[src/rtl/k_and_s_datapath.sv]
// k_and_s_datapath: datapath of the K&S multi-cycle processor.
// Holds PC, IR, instruction decoder, 4x16-bit register file, ALU and flags.
// Ports:
//   clk, rst_n            clock (rising edge), asynchronous active-low reset
//   branch, pc_enable     PC load source (1 = IR[4:0], 0 = PC+1) and update strobe
//   ir_enable             IR <= data_in
//   write_reg_enable      register-file write strobe
//   addr_sel              ram_addr source (1 = IR[4:0], 0 = PC)
//   c_sel                 register write source (1 = ALU result, 0 = data_in)
//   operation             ALU op: 00 OR, 01 ADD, 10 SUB, 11 AND
//   flags_reg_enable      flag register update strobe
//   decoded_instruction   combinational decode of IR
//   zero_op, neg_op, unsigned_overflow, signed_overflow   registered flags
//   ram_addr, data_out    RAM address and write data (combinational)
//   data_in               RAM read data

package k_and_s_pkg;
  typedef enum logic [3:0] {
    I_NOP    = 4'd0,
    I_BRANCH = 4'd1,
    I_BZERO  = 4'd2,
    I_BNEG   = 4'd3,
    I_BOV    = 4'd4,
    I_BNZERO = 4'd5,
    I_BNNEG  = 4'd6,
    I_BNOV   = 4'd7,
    I_LOAD   = 4'd8,
    I_STORE  = 4'd9,
    I_MOVE   = 4'd10,
    I_ADD    = 4'd11,
    I_SUB    = 4'd12,
    I_AND    = 4'd13,
    I_OR     = 4'd14,
    I_HALT   = 4'd15
  } decoded_instruction_type;
endpackage

module k_and_s_datapath
  import k_and_s_pkg::*;
(
  input  logic                    clk,
  input  logic                    rst_n,
  input  logic                    branch,
  input  logic                    pc_enable,
  input  logic                    ir_enable,
  input  logic                    write_reg_enable,
  input  logic                    addr_sel,
  input  logic                    c_sel,
  input  logic [1:0]              operation,
  input  logic                    flags_reg_enable,
  output decoded_instruction_type decoded_instruction,
  output logic                    zero_op,
  output logic                    neg_op,
  output logic                    unsigned_overflow,
  output logic                    signed_overflow,
  output logic [4:0]              ram_addr,
  output logic [15:0]             data_out,
  input  logic [15:0]             data_in
);

  logic [4:0]  pc_q, pc_d;
  logic [15:0] ir_q;
  logic [15:0] rf_q [4];
  logic        zero_q, neg_q, uov_q, sov_q;

  decoded_instruction_type dec_s;
  logic [1:0]  dest_s;
  logic [15:0] a_s, b_s, alu_s, wdata_s;
  logic [16:0] add_s, sub_s;
  logic        uov_s, sov_s;
  logic        unused_ir_bit_s;

  // IR[7] is not part of any instruction field.
  assign unused_ir_bit_s = ir_q[7];

  // Opcode decode of IR[15:8]; unknown opcodes behave as NOP.
  always_comb begin
    case (ir_q[15:8])
      8'h00:   dec_s = I_NOP;
      8'h01:   dec_s = I_BRANCH;
      8'h02:   dec_s = I_BZERO;
      8'h03:   dec_s = I_BNEG;
      8'h04:   dec_s = I_BOV;
      8'h0A:   dec_s = I_BNZERO;
      8'h0B:   dec_s = I_BNNEG;
      8'h0C:   dec_s = I_BNOV;
      8'h81:   dec_s = I_LOAD;
      8'h82:   dec_s = I_STORE;
      8'h91:   dec_s = I_MOVE;
      8'hA1:   dec_s = I_ADD;
      8'hA2:   dec_s = I_SUB;
      8'hA3:   dec_s = I_AND;
      8'hA4:   dec_s = I_OR;
      8'hFF:   dec_s = I_HALT;
      default: dec_s = I_NOP;
    endcase
  end

  // LOAD encodes its register in IR[6:5]; everything else writes IR[5:4].
  assign dest_s = (dec_s == I_LOAD) ? ir_q[6:5] : ir_q[5:4];

  // B is zeroed for MOVE so that OR forwards A unchanged.
  assign a_s   = rf_q[ir_q[3:2]];
  assign b_s   = (dec_s == I_MOVE) ? 16'h0000 : rf_q[ir_q[1:0]];
  assign add_s = {1'b0, a_s} + {1'b0, b_s};
  // Bit 16 of the zero-extended difference is set exactly when A < B unsigned.
  assign sub_s = {1'b0, a_s} - {1'b0, b_s};

  // ALU result and overflow flags.
  always_comb begin
    case (operation)
      2'b00: begin
        alu_s = a_s | b_s;
        uov_s = 1'b0;
        sov_s = 1'b0;
      end
      2'b01: begin
        alu_s = add_s[15:0];
        uov_s = add_s[16];
        sov_s = (a_s[15] == b_s[15]) && (add_s[15] != a_s[15]);
      end
      2'b10: begin
        alu_s = sub_s[15:0];
        uov_s = sub_s[16];
        sov_s = (a_s[15] != b_s[15]) && (sub_s[15] != a_s[15]);
      end
      2'b11: begin
        alu_s = a_s & b_s;
        uov_s = 1'b0;
        sov_s = 1'b0;
      end
      default: begin
        alu_s = a_s | b_s;
        uov_s = 1'b0;
        sov_s = 1'b0;
      end
    endcase
  end

  assign wdata_s = c_sel ? alu_s : data_in;

  // PC next state: branch target or wrapping increment, both from pre-edge IR/PC.
  always_comb begin
    if (pc_enable) begin
      if (branch) begin
        pc_d = ir_q[4:0];
      end else begin
        pc_d = pc_q + 5'd1;
      end
    end else begin
      pc_d = pc_q;
    end
  end

  // PC and IR registers.
  always_ff @(posedge clk or negedge rst_n) begin
    if (!rst_n) begin
      pc_q <= 5'd0;
      ir_q <= 16'h0000;
    end else begin
      pc_q <= pc_d;
      if (ir_enable) begin
        ir_q <= data_in;
      end
    end
  end

  // Register file; sources read the old value when dest equals a source.
  always_ff @(posedge clk or negedge rst_n) begin
    if (!rst_n) begin
      for (int i = 0; i < 4; i++) begin
        rf_q[i] <= 16'h0000;
      end
    end else if (write_reg_enable) begin
      rf_q[dest_s] <= wdata_s;
    end
  end

  // Flag registers, captured from the same ALU result as a concurrent write.
  always_ff @(posedge clk or negedge rst_n) begin
    if (!rst_n) begin
      zero_q <= 1'b0;
      neg_q  <= 1'b0;
      uov_q  <= 1'b0;
      sov_q  <= 1'b0;
    end else if (flags_reg_enable) begin
      zero_q <= (alu_s == 16'h0000);
      neg_q  <= alu_s[15];
      uov_q  <= uov_s;
      sov_q  <= sov_s;
    end
  end

  assign decoded_instruction = dec_s;
  assign ram_addr            = addr_sel ? ir_q[4:0] : pc_q;
  assign data_out            = rf_q[ir_q[6:5]];
  assign zero_op             = zero_q;
  assign neg_op              = neg_q;
  assign unsigned_overflow   = uov_q;
  assign signed_overflow     = sov_q;

endmodule

[config.mk]
export PLATFORM = sky130hd
export DESIGN_NAME = k_and_s_datapath
export DESIGN_NICKNAME = d
export VERILOG_FILES = /design/src/rtl/k_and_s_datapath.sv
export SDC_FILE = /design/constraint.sdc
export NUM_CORES = 1
export LEC_CHECK = 0
export ABC_AREA = 1
export CAP_MARGIN = 30
export CORE_UTILIZATION = 50
export CTS_BUF_LIST = sky130_fd_sc_hd__clkbuf_4 sky130_fd_sc_hd__clkbuf_8
export CTS_CLUSTER_SIZE = 14
export DETAILED_ROUTE_END_ITERATION = 16
export PLACE_DENSITY = 0.68
export SLEW_MARGIN = 20
export SYNTH_ARGS = -nofsm -noshare
export SYNTH_HDL_FRONTEND = slang
export SYNTH_SLANG_ARGS = --single-unit
[constraint.sdc]
create_clock -name clk -period 5 [get_ports clk]
set_input_delay 0.75 -clock clk [delete_from_list [all_inputs] [get_ports clk]]
set_output_delay 0.75 -clock clk [all_outputs]
set_load 0.05 [all_outputs]
==> impl_results.md <==
* Status: finished clean
* Root buf cell: clkbuf_8
* # setup viols final at 0
* Slew @ Worst Pin at 0.744 ns
* Post-cts sizing count at 0
* WS Path Type: flop to flop
* Slowest cell on crit path: o21ai_0
* Slew margin rel. at 50.3%
* Comb pwr share at 61.3%
* Synth async-reset ratio at 100%
* Pwr dens at 452 nW/um^2
* Worst Path Required at 5.32 ns
* Min-delay worst type: input port to async pin
* Fill count at 1646
* M1 wire length at 11200 um
* Post-cts hold buffer count at 0
* CP Launch Type: flop
* Rows at 46
* Area share of fa/ha/maj cells after synthesis at 8.12%
* Fmax at 0.240 GHz
* Ant. Diodes at 0
* Initial antenna violation count at 0
* Synthesized flop and latch total at 88
* Register area at 2200 um^2
* DR WL/cell at 16.6 um
* Io pins at 56
* Total number of vias at 8613
* Vias in the first global route at 7646
* H-tree level count at 3
* Minimum clock period at 4.16 ns
* Synth Warn # at 0
* Mux cell area share after synthesis at 0.264%
* Main synth FF type: dfrtp_1
* Leak Pwr at 0.00448 uW
* Largest net degree at the start of global routing at 52
* Total of max-cap violations at 0
* Compound-Gate Fraction of Synth Area at 20.2%
* Via/cell ratio at 5.62
* Setup repair bufs after CTS at 0
* Final period utilization at 83.2%
* Synth unique cells at 45
* GP Congestion at 0.952
* Largest family of logic cells by synthesized area: simple AND/OR/NAND/NOR gates
* VDD IR max at 0.241 mV
* Worst setup EP type: flop
* Clock Latency Late Sink at 0.39 ns
* Reg clk slew, reported paths at 0.10 ns
* Worst-path fanout max at 13
* Total grt overflow at 0
* Post-synthesis sequential area ratio at 27.4%
* Metal2 WL at 11500 um
* Yosys top cell area share at 27.4%
* Final hold vios at 0
* Post-synth EDFFs at 0
* Max-slew violation count at 0
* Area of the multi-input gates at 4810 um^2
* Clock sinks at 88
* Core box area at 15800 um^2
* Synth area leaders: dfrtp_1 27%, nand2_1 16%, inv_1 9.0%
* Cell area after synthesis at 8040 um^2
* Crit path max-delay family: simple AND/OR/NAND/NOR gates
* Data arrival time of the critical path at 4.48 ns
* Psw at 2090 uW
* Met3 wire len at 1920 um
* Crit path buf inv count at 5
* Cell count after synthesis at 1285
* DP HPWL at 19200 um
* Pint at 1940 uW
* Maximum clock path buffer count at 2
* I/O Buffers at 55
* DRC violations left at 0
* Highest routed layer: met4
* Final Util at 56.7%
* Syn-to-layout area delta at 11.1%
* Count of antenna-violating nets left after detailed routing at 0
* Switch share at 51.8%
* TritonCTS clock tree: built
* Syn Area/Cell at 6.26 um^2
* Reg power frac at 25.8%
* Placed inst area at 8700 um^2
* First-pass GRT wire length at 40400 um
* Simple-gate share of the synthesized area at 30.9%
* Setup Skew at 0.0117 ns
* Share of cells above drive strength 1 at 5.40%
* RSZ-0062 raised after global routing: no
* Die W at 129 um
* Sum Neg Setup Slack at 0 ns
* Initial drt markers at 1007
* CTS buffer count at 9
* Final nets at 1389
* Syn nets at 1363
* WL final at 25400 um
* Die Ht at 129 um
* Initial Util at 51.0%
* Dominant cell type by area after synthesis: dfrtp_1
* Clk pwr share at 12.9%
* Drt pass-1 iters at 6
* Worst path max stage delay at 0.50 ns
* Die area at 16600 um^2
* Xor-xnor portion of the synthesized cell area at 0.327%
* Tot GR Track Use at 31.8%
* Final instance area at 8940 um^2
## stage by stage
| stage | total power (uW) | instances | worst slack (ns) | hold WS [ns] |
|---|---|---|---|---|
| final | 4040 | 1532 | 0.841 | 0.387 |
| after CTS | 4010 | 1529 | 0.868 | 0.409 |
| after floorplan | 2820 | 1285 | 1.29 | 0.449 |
| after global placement | 3450 | 1513 | 0.979 | 0.466 |
| after detailed placement | 3470 | 1513 | 0.903 | 0.472 |
| after global routing | 4380 | 1532 | 0.387 | 0.431 |
## flip-flops by register name, summed over array words and instances, names as in the netlist
name,cells
unsigned_overflow,1
neg_op,1
ir_q,15
rf_q,64
pc_q,5
signed_overflow,1
zero_op,1
## cells in the mapped netlist, types with 10 or more instances
master,count
o21ai_0,135
nand2_1,352
nand3_1,105
a21oi_1,107
ha_1,49
buf_2,10
dfrtp_1,88
or2_2,12
nor2_1,76
nand4_1,18
clkbuf_1,39
a32oi_1,15
inv_1,193
o21ai_1,10
## routing by layer
metal  global-route usage (%)  vias up
met5                        0        -
met3                     5.03       56
met1                     43.7     3936
li1                         -     4221
met2                     50.8      400
met4                     11.5        0
## layout make-up
| type | count | share of cell area, % |
|---|---|---|
| Tap cell | 216 | 3.02 |
| Clock buffer | 10 | 1.47 |
| Clock inverter | 6 | 0.756 |
| Timing Repair Buffer | 73 | 7.85 |
| Sequential cell | 88 | 24.6 |
| Inverter | 201 | 8.44 |
| Multi-Input combinational cell | 938 | 53.8 |
## power groups by stage
stage               combinational, uW  sequential, uW  clock, uW
finish                           2470            1040        522
detailed placement               2430            1050          0
global route                     2760            1060        558
floorplan                        1780            1040          0
CTS                              2440            1030        536
global placement                 2410            1040          0
## path summary, 6_finish.rpt
| check | cells past startpoint | start | slack, ns | to |
|---|---|---|---|---|
| min in group clk | 2 | neg_op$_DFFE_PN0P_ | 0.49 | neg_op$_DFFE_PN0P_ |
| max in group asynchronous | 2 | rst_n | 3.61 | rf_q[1]$_DFFE_PN0P_ |
| worst min-delay path | 1 | rst_n | 0.39 | pc_q[2]$_DFFE_PN0P_ |
| worst min register to register | 2 | neg_op$_DFFE_PN0P_ | 0.49 | neg_op$_DFFE_PN0P_ |
| worst max register to register | 25 | ir_q[15]$_DFFE_PN0P_ | 0.84 | rf_q[60]$_DFFE_PN0P_ |
| worst max-delay path | 25 | ir_q[15]$_DFFE_PN0P_ | 0.84 | rf_q[60]$_DFFE_PN0P_ |
## cell families after synthesis
group | count (synthesis)
buf+inv | 259
compound gates | 296
mux | 2
xor+xnor | 3
fa+ha+maj | 51
simple gates | 586
flops | 88
## placed cells by master (no fill, tap or decap), types with 6 or more instances in the layout
| master | instances |
|---|---|
| inv_2 | 6 |
| a21oi_1 | 107 |
| clkdlybuf4s50_1 | 54 |
| nand4_1 | 18 |
| inv_1 | 193 |
| or2_2 | 12 |
| o21ai_0 | 135 |
| ha_1 | 49 |
| nor2_1 | 76 |
| o21ai_1 | 10 |
| a32oi_1 | 15 |
| nand3_1 | 105 |
| nand2_1 | 352 |
| clkbuf_8 | 9 |
| dfrtp_1 | 88 |
| nor3_1 | 7 |
| o21bai_1 | 6 |
| buf_4 | 16 |
(Power assumes the default switching activity.)
